<file path="config.mk">
export PLATFORM = sky130hd
export DESIGN_NAME = calc_key_sequencer_flat
export DESIGN_NICKNAME = d
export VERILOG_FILES = /design/src/rtl/calc_key_sequencer_if.sv /design/src/rtl/calc_key_sequencer.sv /design/src/flat_wrapper.sv
export SDC_FILE = /design/constraint.sdc
export NUM_CORES = 1
export LEC_CHECK = 0
export ABC_AREA = 1
export ABC_CLOCK_PERIOD_IN_PS = 3830
export BUFFER_PORTS_ARGS = -buffer_cell sky130_fd_sc_hd__buf_2
export CAP_MARGIN = 20
export CORE_MARGIN = 1.5
export CORE_UTILIZATION = 45
export CTS_BUF_LIST = sky130_fd_sc_hd__clkbuf_2 sky130_fd_sc_hd__clkbuf_4 sky130_fd_sc_hd__clkbuf_8
export CTS_CLUSTER_DIAMETER = 40
export CTS_CLUSTER_SIZE = 20
export DETAILED_ROUTE_END_ITERATION = 10
export PLACE_DENSITY = 0.7
export SLEW_MARGIN = 20
export SYNTH_ARGS = -nofsm -noshare
export SYNTH_HDL_FRONTEND = slang
export SYNTH_SLANG_ARGS = --single-unit
</file>
<file path="constraint.sdc">
create_clock -name clk -period 3.83 [get_ports clk]
set_input_delay 0.383 -clock clk [delete_from_list [all_inputs] [get_ports clk]]
set_output_delay 0.383 -clock clk [all_outputs]
set_load 0.005 [all_outputs]
</file>
<file path="src/rtl/calc_key_sequencer_if.sv">
// -----------------------------------------------------------------------------
// calc_key_sequencer_if
// Bundle between the keypad source, the calculator key sequencer and the
// combinational ALU it feeds.
//
// Key handshake: the source raises key_valid with key_code and holds both
// stable until a rising clock edge where key_valid && key_ready; that edge
// consumes the key. key_ready does not depend on key_valid.
//
// Signals:
//   key_valid, key_code   keypad source -> sequencer
//   key_ready             sequencer -> keypad source
//   alu_a, alu_b, alu_op  sequencer -> ALU operands / opcode
//   alu_r                 ALU -> sequencer result
//   disp_value            value to display
//   result_valid          one-cycle pulse when a result is latched
//   error                 sticky error flag
//   state_dbg             current sequencer state (debug visibility)
//
// Modports: slave = sequencer view, master = environment (keypad + ALU) view.
// -----------------------------------------------------------------------------
interface calc_key_sequencer_if;
    logic        key_valid;
    logic [3:0]  key_code;
    logic        key_ready;
    logic [15:0] alu_a;
    logic [15:0] alu_b;
    logic [15:0] alu_op;
    logic [15:0] alu_r;
    logic [15:0] disp_value;
    logic        result_valid;
    logic        error;
    logic [2:0]  state_dbg;

    modport slave (
        input  key_valid, key_code, alu_r,
        output key_ready, alu_a, alu_b, alu_op, disp_value,
               result_valid, error, state_dbg
    );

    modport master (
        output key_valid, key_code, alu_r,
        input  key_ready, alu_a, alu_b, alu_op, disp_value,
               result_valid, error, state_dbg
    );
endinterface

</file>
<file path="src/rtl/calc_key_sequencer.sv">
// -----------------------------------------------------------------------------
// calc_key_sequencer
// Sequential front-end for the combinational calculator ALU. Builds decimal
// operands A and B from keypad digits, captures the operator, and on '='
// holds the ALU inputs stable for EXEC_WAIT cycles before latching alu_r as
// the new A / display value. Results can be chained with further operators
// or the last operation repeated with another '='.
//
// Ports:
//   clk    rising-edge clock
//   rst_n  asynchronous active-low reset
//   bus    calc_key_sequencer_if.slave (key handshake, ALU a/b/op/r,
//          disp_value, result_valid, error, state_dbg)
//
// Key codes: 0-9 digit, 10 clear, 11 add, 12 sub, 13 mult, 14 div, 15 equals.
//
// Parameters:
//   MAX_DIGITS  digits accepted per operand (extra digits ignored)
//   EXEC_WAIT   cycles the ALU inputs are held before alu_r is sampled (1..15)
//
// Optional feature macro: DIV_ZERO_CHECK_EN
//   When defined, '=' with opcode 14 and B == 0 enters ERR (error set,
//   display 16'hFFFF) instead of executing. When undefined, the division is
//   executed and whatever the ALU returns is latched.
// -----------------------------------------------------------------------------
module calc_key_sequencer #(
    parameter int MAX_DIGITS = 5,
    parameter int EXEC_WAIT  = 1
) (
    input  logic                 clk,
    input  logic                 rst_n,
    calc_key_sequencer_if.slave  bus
);
    localparam int CW = $clog2(MAX_DIGITS + 1);

    typedef enum logic [2:0] {
        ENTER_A = 3'd0,
        ENTER_B = 3'd1,
        EXEC    = 3'd2,
        SHOW    = 3'd3,
        ERR     = 3'd4
    } state_t;

    state_t        state, next_state;
    logic [15:0]   a_q, b_q, op_q, disp_q;
    logic [CW-1:0] cnt_q;
    logic [3:0]    wait_q;
    logic          rv_q, err_q;

    logic          key_ready, accept;
    logic          is_digit, is_clear, is_op, is_eq;
    logic          digit_ok, div_zero;
    logic [15:0]   operand;
    logic [19:0]   acc;

    // State register
    always_ff @(posedge clk or negedge rst_n) begin
        if (!rst_n) state <= ENTER_A;
        else        state <= next_state;
    end

    // Next-state logic; a clear key can only be accepted outside EXEC
    always_comb begin
        next_state = state;
        if (accept && is_clear) begin
            next_state = ENTER_A;
        end else begin
            unique case (state)
                ENTER_A: if (accept && is_op) next_state = ENTER_B;
                ENTER_B: if (accept && is_eq) next_state = div_zero ? ERR : EXEC;
                EXEC:    if (wait_q == 4'd0)  next_state = SHOW;
                SHOW: begin
                    if (accept) begin
                        if (is_op)         next_state = ENTER_B;
                        else if (is_digit) next_state = ENTER_A;
                        else if (is_eq)    next_state = div_zero ? ERR : EXEC;
                    end
                end
                ERR:     next_state = ERR;
                default: next_state = ENTER_A;
            endcase
        end
    end

    // Output / decode logic
    always_comb begin
        key_ready = (state != EXEC);
        accept    = bus.key_valid && key_ready;
        is_digit  = (bus.key_code <= 4'd9);
        is_clear  = (bus.key_code == 4'd10);
        is_eq     = (bus.key_code == 4'd15);
        is_op     = !is_digit && !is_clear && !is_eq;
        // Digit accumulation is evaluated wide so an overflowing digit can be rejected
        operand   = (state == ENTER_B) ? b_q : a_q;
        acc       = {4'b0, operand} * 20'd10 + {16'b0, bus.key_code};
        digit_ok  = (cnt_q != CW'(MAX_DIGITS)) && (acc <= 20'd65535);
`ifdef DIV_ZERO_CHECK_EN
        div_zero  = (op_q == 16'd14) && (b_q == 16'd0);
`else
        div_zero  = 1'b0;
`endif
    end

    // Datapath registers
    always_ff @(posedge clk or negedge rst_n) begin
        if (!rst_n) begin
            a_q    <= 16'd0;
            b_q    <= 16'd0;
            op_q   <= 16'd11;
            disp_q <= 16'd0;
            cnt_q  <= '0;
            wait_q <= 4'd0;
            rv_q   <= 1'b0;
            err_q  <= 1'b0;
        end else begin
            rv_q <= 1'b0;
            if (accept && is_clear) begin
                a_q    <= 16'd0;
                b_q    <= 16'd0;
                op_q   <= 16'd11;
                disp_q <= 16'd0;
                cnt_q  <= '0;
                wait_q <= 4'd0;
                err_q  <= 1'b0;
            end else begin
                unique case (state)
                    ENTER_A: begin
                        if (accept && is_digit && digit_ok) begin
                            a_q    <= acc[15:0];
                            disp_q <= acc[15:0];
                            cnt_q  <= cnt_q + 1'b1;
                        end else if (accept && is_op) begin
                            op_q  <= {12'b0, bus.key_code};
                            b_q   <= 16'd0;
                            cnt_q <= '0;
                        end
                    end
                    ENTER_B: begin
                        if (accept && is_digit && digit_ok) begin
                            b_q    <= acc[15:0];
                            disp_q <= acc[15:0];
                            cnt_q  <= cnt_q + 1'b1;
                        end else if (accept && is_op) begin
                            op_q <= {12'b0, bus.key_code};
                        end else if (accept && is_eq) begin
                            if (div_zero) begin
                                err_q  <= 1'b1;
                                disp_q <= 16'hFFFF;
                            end else begin
                                wait_q <= 4'(EXEC_WAIT);
                            end
                        end
                    end
                    EXEC: begin
                        // ALU inputs have been stable for EXEC_WAIT cycles by now
                        if (wait_q == 4'd0) begin
                            a_q    <= bus.alu_r;
                            disp_q <= bus.alu_r;
                            rv_q   <= 1'b1;
                        end else begin
                            wait_q <= wait_q - 4'd1;
                        end
                    end
                    SHOW: begin
                        if (accept && is_op) begin
                            op_q  <= {12'b0, bus.key_code};
                            b_q   <= 16'd0;
                            cnt_q <= '0;
                        end else if (accept && is_digit) begin
                            a_q    <= {12'b0, bus.key_code};
                            disp_q <= {12'b0, bus.key_code};
                            cnt_q  <= CW'(1);
                        end else if (accept && is_eq) begin
                            if (div_zero) begin
                                err_q  <= 1'b1;
                                disp_q <= 16'hFFFF;
                            end else begin
                                wait_q <= 4'(EXEC_WAIT);
                            end
                        end
                    end
                    default: ;
                endcase
            end
        end
    end

    assign bus.key_ready    = key_ready;
    assign bus.alu_a        = a_q;
    assign bus.alu_b        = b_q;
    assign bus.alu_op       = op_q;
    assign bus.disp_value   = disp_q;
    assign bus.result_valid = rv_q;
    assign bus.error        = err_q;
    assign bus.state_dbg    = state;

endmodule
</file>
<file path="src/flat_wrapper.sv">
// flat-port wrapper written by rule: the top's interface ports become plain ports
module calc_key_sequencer_flat 
#(
    parameter int MAX_DIGITS = 5,
    parameter int EXEC_WAIT  = 1
)
  (clk, rst_n, bus_key_valid, bus_key_code, bus_alu_r, bus_key_ready, bus_alu_a, bus_alu_b, bus_alu_op, bus_disp_value, bus_result_valid, bus_error, bus_state_dbg);
  calc_key_sequencer_if bus_i ();
  input  logic clk;
  input  logic rst_n;
  input wire logic [$bits(bus_i.key_valid)-1:0] bus_key_valid;
  input wire logic [$bits(bus_i.key_code)-1:0] bus_key_code;
  input wire logic [$bits(bus_i.alu_r)-1:0] bus_alu_r;
  output wire logic [$bits(bus_i.key_ready)-1:0] bus_key_ready;
  output wire logic [$bits(bus_i.alu_a)-1:0] bus_alu_a;
  output wire logic [$bits(bus_i.alu_b)-1:0] bus_alu_b;
  output wire logic [$bits(bus_i.alu_op)-1:0] bus_alu_op;
  output wire logic [$bits(bus_i.disp_value)-1:0] bus_disp_value;
  output wire logic [$bits(bus_i.result_valid)-1:0] bus_result_valid;
  output wire logic [$bits(bus_i.error)-1:0] bus_error;
  output wire logic [$bits(bus_i.state_dbg)-1:0] bus_state_dbg;
  assign bus_i.key_valid = bus_key_valid;
  assign bus_i.key_code = bus_key_code;
  assign bus_i.alu_r = bus_alu_r;
  assign bus_key_ready = bus_i.key_ready;
  assign bus_alu_a = bus_i.alu_a;
  assign bus_alu_b = bus_i.alu_b;
  assign bus_alu_op = bus_i.alu_op;
  assign bus_disp_value = bus_i.disp_value;
  assign bus_result_valid = bus_i.result_valid;
  assign bus_error = bus_i.error;
  assign bus_state_dbg = bus_i.state_dbg;
  calc_key_sequencer #(.MAX_DIGITS(MAX_DIGITS), .EXEC_WAIT(EXEC_WAIT)) u_core (.clk(clk), .rst_n(rst_n), .bus(bus_i));
endmodule
</file>
### Yosys cells after proc, flatten, opt, wreduce, memory -nomap -nowiden

Cells that the tools add are included.

| cells by class | value |
|---|---|
| add/sub/neg operators | 3 |
| multipliers | 1 |
| $lt $le $gt $ge | 2 |
| equality and inequality tests | 26 |
| muxes and demuxes | 44 |
| reductions and logical operators | 27 |

Operator list:

| cell | count |
|---|---|
| 2-to-1 mux 16 bit | 13 |
| one-hot mux 16 bit (3 select lines) | 3 |
| 2-to-1 mux 3 bit | 14 |
| one-hot mux 16 bit (2 select lines) | 1 |
| 2-to-1 mux 4 bit | 7 |
| adder 20 x 4 -> 20 bit | 1 |
| <= comparator 20 x 16 -> 1 bit, second input constant | 1 |
| multiplier 16 x 3 -> 19 bit, second input constant | 1 |
| inequality test 3 x 1 -> 1 bit, second input constant | 6 |
| inequality test 3 bit, second input constant | 6 |
| nonzero test 4 bit | 4 |
| inequality test 3 x 2 -> 1 bit, second input constant | 5 |
| one-hot mux 3 bit (5 select lines) | 1 |
| AND reduction 5 bit | 3 |
| one-hot mux 4 bit (3 select lines) | 1 |
| logical AND 1 bit | 9 |
| one-hot mux 3 bit (3 select lines) | 1 |
| equality test 4 bit, second input constant | 2 |
| inequality test 4 x 1 -> 1 bit, second input constant | 2 |
| equality test 3 x 2 -> 1 bit, second input constant | 2 |
| AND reduction 6 bit | 1 |
| inequality test 5 x 1 -> 1 bit, second input constant | 1 |
| <= comparator 4 bit, second input constant | 1 |
| logical NOT 4 bit | 1 |
| other kinds (12) | 16 |

| word-level totals | value |
|---|---|
| flip-flop bits (word level) | 75 |
| input bits | 23 |
| output and inout port bits | 70 |
| logic and storage cells | 111 |

### Depth between registers and ports, before layout

| logic depth | value |
|---|---|
| word-level depth | 10 |
| gate-level depth with buffers | 30 |
| mapped depth without buffers | 28 |

### Worst setup path before layout

OpenSTA, ideal clock, no wires.

| timing | value |
|---|---|
| path type | register to register |
| start point | reg u_core.state[2] (netlist: u_core.bus.state_dbg[2]) |
| end point | reg u_core.a_q[15] (netlist: u_core.bus.alu_a[15]) |
| library setup time | 0.117 ns |
| arrival | 3.954 ns |
| required time | 3.713 ns |
| path slack | -0.241 ns |
| stages on the path, launching flop included | 26 |
| path buffers | 2 |
| period minus slack after synthesis | 4.071 ns |
| path through | dfrtp_1 nor2_4 nand2_4 clkbuf_1 o21ai_0 ha_1 ha_1 fa_1 nand2_1 nor2_1 nand2_1 a21oi_2 nand3_2 nor2_4 nand2_4 nor2_8 nand2_1 nand2_1 nand2_2 nor2_4 nand3_4 nand4_4 nand2_4 buf_8 nand2_2 nand2_1 |

| on the way | value |
|---|---|
| word-level cells in the longest chain between the ends | 9 |
| elaborated cells on any way between the ends | 24 |
| those cells by class | add/sub (1); mul (1); order compare (1); eq/ne (8); mux (4); reduce/logical (9) |

RTL lines:

| element | line | RTL |
|---|---|---|
| start: declaration | calc_key_sequencer.sv:44 | `state_t state, next_state;` |
| start signal: assignment | calc_key_sequencer.sv:59 | `else state <= next_state;` |
| equality test 3 x 1 -> 1 bit | calc_key_sequencer.sv:94 | `operand = (state == ENTER_B) ? b_q : a_q;` |
| 2-to-1 mux 16 bit | calc_key_sequencer.sv:94 |  |
| multiplier 16 x 3 -> 19 bit | calc_key_sequencer.sv:95 | `acc = {4'b0, operand} * 20'd10 + {16'b0, bus.key_code};` |
| adder 20 x 4 -> 20 bit | calc_key_sequencer.sv:95 |  |
| <= comparator 20 x 16 -> 1 bit | calc_key_sequencer.sv:96 | `digit_ok = (cnt_q != CW'(MAX_DIGITS)) && (acc <= 20'd65535);` |
| logical AND 1 bit | calc_key_sequencer.sv:96 |  |
| logical AND 1 bit | calc_key_sequencer.sv:128 | `if (accept && is_digit && digit_ok) begin` |
| inequality test 3 x 1 -> 1 bit (no source line) | - |  |
| AND reduction 5 bit (no source line) | - |  |
| end signal: assignment | calc_key_sequencer.sv:129 | `a_q <= acc[15:0];` |
| end signal: assignment | calc_key_sequencer.sv:157 | `a_q <= bus.alu_r;` |
| end signal: assignment | calc_key_sequencer.sv:170 | `a_q <= {12'b0, bus.key_code};` |
| end: declaration | calc_key_sequencer.sv:45 | `logic [15:0] a_q, b_q, op_q, disp_q;` |

Parallel ways exist; a longest one is shown, timed or not. The select of a mux whose other input is x is not followed.
A chain may end at the register's enable or synchronous reset.

### Worst setup path in the final report

| timing | value |
|---|---|
| start point | reg u_core.state[1] (netlist: u_core.bus.state_dbg[1]) |
| end point | reg u_core.b_q[11] (netlist: u_core.bus.alu_b[11]) |

| on the way | value |
|---|---|
| word-level cells in the longest chain between the ends | 9 |
| elaborated cells on any way between the ends | 23 |
| those cells by class | add/sub (1); mul (1); order compare (1); eq/ne (5); mux (6); reduce/logical (9) |

RTL lines:

| element | line | RTL |
|---|---|---|
| equality test 3 x 1 -> 1 bit | calc_key_sequencer.sv:94, calc_key_sequencer.sv:126 |  |
| 2-to-1 mux 16 bit | calc_key_sequencer.sv:94 |  |
| multiplier 16 x 3 -> 19 bit | calc_key_sequencer.sv:95 |  |
| adder 20 x 4 -> 20 bit | calc_key_sequencer.sv:95 |  |
| <= comparator 20 x 16 -> 1 bit | calc_key_sequencer.sv:96 |  |
| logical AND 1 bit | calc_key_sequencer.sv:96 |  |
| logical AND 1 bit | calc_key_sequencer.sv:128, calc_key_sequencer.sv:139 |  |
| inequality test 3 x 2 -> 1 bit (no source line) / inequality test 3 bit (equally long branches) | - |  |
| AND reduction 3 bit (no source line) | - |  |
| end signal: assignment | calc_key_sequencer.sv:140 | `b_q <= acc[15:0];` |
| end: declaration | calc_key_sequencer.sv:45 |  |

Parallel ways exist; a longest one is shown, timed or not. The select of a mux whose other input is x is not followed.

==> results.py <==
metrics = {
    "global_routing": {
        "grt_pass1_vias": 5007,
        "track_usage_pct": 23.2,
        "grt_pass1_wl_mm": 23.6,
        "grt_max_degree": 43,
        "gr-total-overflow": 0,
        "antenna_found_initial": 0,
    },
    "timing": {
        "finalHoldViolations": 0,
        "timing.final.ws_setup_ns": -0.129,
        "rsz0062_at_grt": "yes",
        "setup_viol": 37,
        "maxSlewViolCount": 0,
        "tightest_slew_ns": 0.503,
        "min_period_ns": 3.96,
        "relSlewSlack_pct": 66.4,
        "fmax_mhz": 253,
        "finalCritPeriodShare_pct": 103,
        "clock_skew_ns": 0.0130,
        "setup_tns_ns": -2.56,
    },
    "min_path": {
        "hold_path_depth": 3,
        "hold_path_class": "input pin to register",
    },
    "routing": {
        "dr_total_vias": 5468,
        "top_layer_used": "met4",
        "wl_met2_mm": 7.29,
        "firstDrtPassIters": 8,
        "dr_wl_met3_um": 996,
        "dr.first_iter.drc_count": 344,
        "wl_per_cell_um": 14.4,
        "final_antenna_net_count": 0,
        "drc": 7,
        "wl_met1_mm": 6.70,
        "drt-total-wl_mm": 15.4,
        "via_per_inst": 5.13,
    },
    "setup_path": {
        "start_kind": "register",
        "timing_worst_setup_path_type": "register to register",
        "worst_ep_arrival_time_ns": 4.20,
        "critPathCaptureType": "register",
        "required_ns": 4.07,
        "rr_worst_depth": 24,
        "path_max_fanout": 8,
    },
    "yosys": {
        "synth_commonest_cells": "271 x nand2_1, 101 x inv_1, 62 x nand3_1",
        "synth_top_area_cell": "dfrtp_1",
        "synth_area_leaders": "dfrtp_1 28%, nand2_1 19%, inv_1 7.1%",
        "yosysMostFrequentCell": "nand2_1",
        "synthCells": 786,
        "postSynthAreaPerCell_um2": 6.82,
        "yosysUniqueCellTypes": 43,
        "yosysTopAreaCellShare_pct": 28.0,
        "synth-edff-count": 0,
        "synth_warnings": 0,
        "synthArstFlopShare_pct": 100,
        "seq_area_frac_synth_pct": 29.5,
        "ys.flop_type": "dfrtp_1",
        "synth-seq-cells": 63,
        "synth_area_um2": 5360,
    },
    "clocking": {
        "cts_tree": "yes",
        "cts_root_buffer": "clkbuf_8",
        "cts_made_buffers": 9,
        "cts_max_level": 3,
        "clock_path_buffers": 2,
        "path_clk_slew_ns": 0.08,
        "clock_latency_ns": 0.35,
        "cts.sinks": 63,
    },
    "floorplan": {
        "core_area_um2": 11500,
        "die_area_um2": 12600,
        "die_x_um": 112,
        "die_h_um": 112,
        "initial_utilization_pct": 46.5,
        "num_rows": 39,
        "ios": 93,
    },
    "layout": {
        "fin_nets": 968,
        "fill_cells": 1055,
        "diodes": 0,
        "layout-drive-gt1-share_pct": 30.3,
        "areaGrowthSynthToFinish_pct": 26.8,
    },
    "place": {
        "dp.final_hpwl_mm": 11.4,
        "io_buffers": 79,
        "finalWeightedCongestion": 0.886,
    },
    "status": {
        "status": "complete, but fails checks",
        "violations": "design-rule violations, negative setup slack",
    },
    "flow_run": {
        "cap_viol_max_count": 0,
    },
}
critical path, stage by stage, from the launching register on:
cell	delay (ns)
dfrtp_1	0.41
nor2_4	0.21
nand2_8	0.12
o21ai_4	0.21
ha_4	0.24
ha_4	0.16
fa_1	0.53
nand2_2	0.08
nor2_2	0.13
nand2_2	0.08
a21oi_2	0.17
nand3_2	0.11
nor2_4	0.15
nand2_4	0.09
nor2_8	0.14
nand2_2	0.06
nand2_2	0.07
nand2_2	0.06
nor2_4	0.12
nand3_4	0.14
nand2_4	0.12
nand3_4	0.11
clkbuf_16	0.20
nand2_2	0.07
o21ai_2	0.05
stage by stage:
stage          hold WS (ns)  util, %  setup slack [ns]  area, um^2  instances
6_report              0.287     59.0            -0.129        6790       1065
2_1_floorplan        0.0874        -           -0.0659        5420        798
5_1_grt               0.303     59.0            -0.313        6790       1065
4_1_cts               0.212     55.2           0.00128        6350       1050
3_3_place_gp          0.453     53.1            0.0358        6120       1033
3_5_place_dp          0.454     53.1           -0.0267        6120       1033
final cells by class:
type	instances	area [um^2]	share of cell area [%]
clock buffer	10	138	2.03
clock inverter	6	70.1	1.03
inverter	109	412	6.06
multi-input combinational	596	3490	51.3
sequential	63	1580	23.3
tap	143	179	2.63
timing repair buffer	138	925	13.6
registers in the layout, summed over array words and instances, names as in the netlist:
signal,count
u_core.cnt_q,3
u_core.bus.disp_value,16
u_core.wait_q,4
u_core.bus.alu_b,16
u_core.bus.alu_op,4
u_core.bus.state_dbg,3
u_core.bus.alu_a,16
u_core.bus.result_valid,1
metal layers:
metal  track usage (%)  vias to the layer above
met4              6.67                        0
li1                  -                     2707
met2              38.3                      191
met3              3.35                       26
met5                 0                        -
met1              32.0                     2544
what timing repair did:
action | CTS | global route
resized for setup | 5 | 64
cloned | 0 | 3
endpoints found under the setup margin | 27 | 51
buffers inserted | 1 | 10
hold endpoints to repair | 0 | 5
pin swaps | 1 | 19
hold buffers | 0 | 1
cells by family after synthesis:
kind of cell | count (synthesis) | share of synthesized area (%)
other | 1 | 0.0700
buffers and inverters | 140 | 11.8
AOI/OAI and AO/OA | 74 | 8.71
xor gates and xnor gates | 23 | 3.76
DFF | 63 | 29.5
muxes | 6 | 1.12
and+or+nand+nor | 451 | 38.3
adders and majority gates | 28 | 6.82
cell usage in the layout (no fill, tap or decap), types with 5 or more instances in the layout:
cell and n:
ha_4 8, dfrtp_1 58, o21ai_0 9, conb_1 13, nand2_2 46, inv_2 8, mux2i_1 5, nand2_1 246
nor2_1 47, nand3_1 62, o21ai_2 16, a21oi_1 25, ha_1 14, buf_4 50, nand4_1 7, clkbuf_8 10
nor2_2 9, buf_2 79, inv_1 100, xor2_1 18, nor3_1 6, o22ai_1 5, nor2_4 7
worst paths after layout:
path                                                       start                                     to  slack (ns)
max                          u_core.bus.state_dbg[1]$_DFFE_PN0P_       u_core.bus.alu_b[11]$_DFFE_PN0P_       -0.13
min                                              bus_key_code[1]       u_core.bus.alu_op[1]$_DFFE_PN1P_        0.29
max reg2reg                  u_core.bus.state_dbg[1]$_DFFE_PN0P_       u_core.bus.alu_b[11]$_DFFE_PN0P_       -0.13
min reg2reg                u_core.bus.disp_value[12]$_DFFE_PN0P_  u_core.bus.disp_value[12]$_DFFE_PN0P_        0.47
max in group asynchronous                                  rst_n        u_core.bus.alu_b[3]$_DFFE_PN0P_        2.46
min in group asynchronous                                  rst_n           u_core.wait_q[1]$_DFFE_PN0P_        0.50
Power is left out: the tool's default activity adds up to more than one toggle a clock period on the data nets, which glitch-free logic cannot reach.
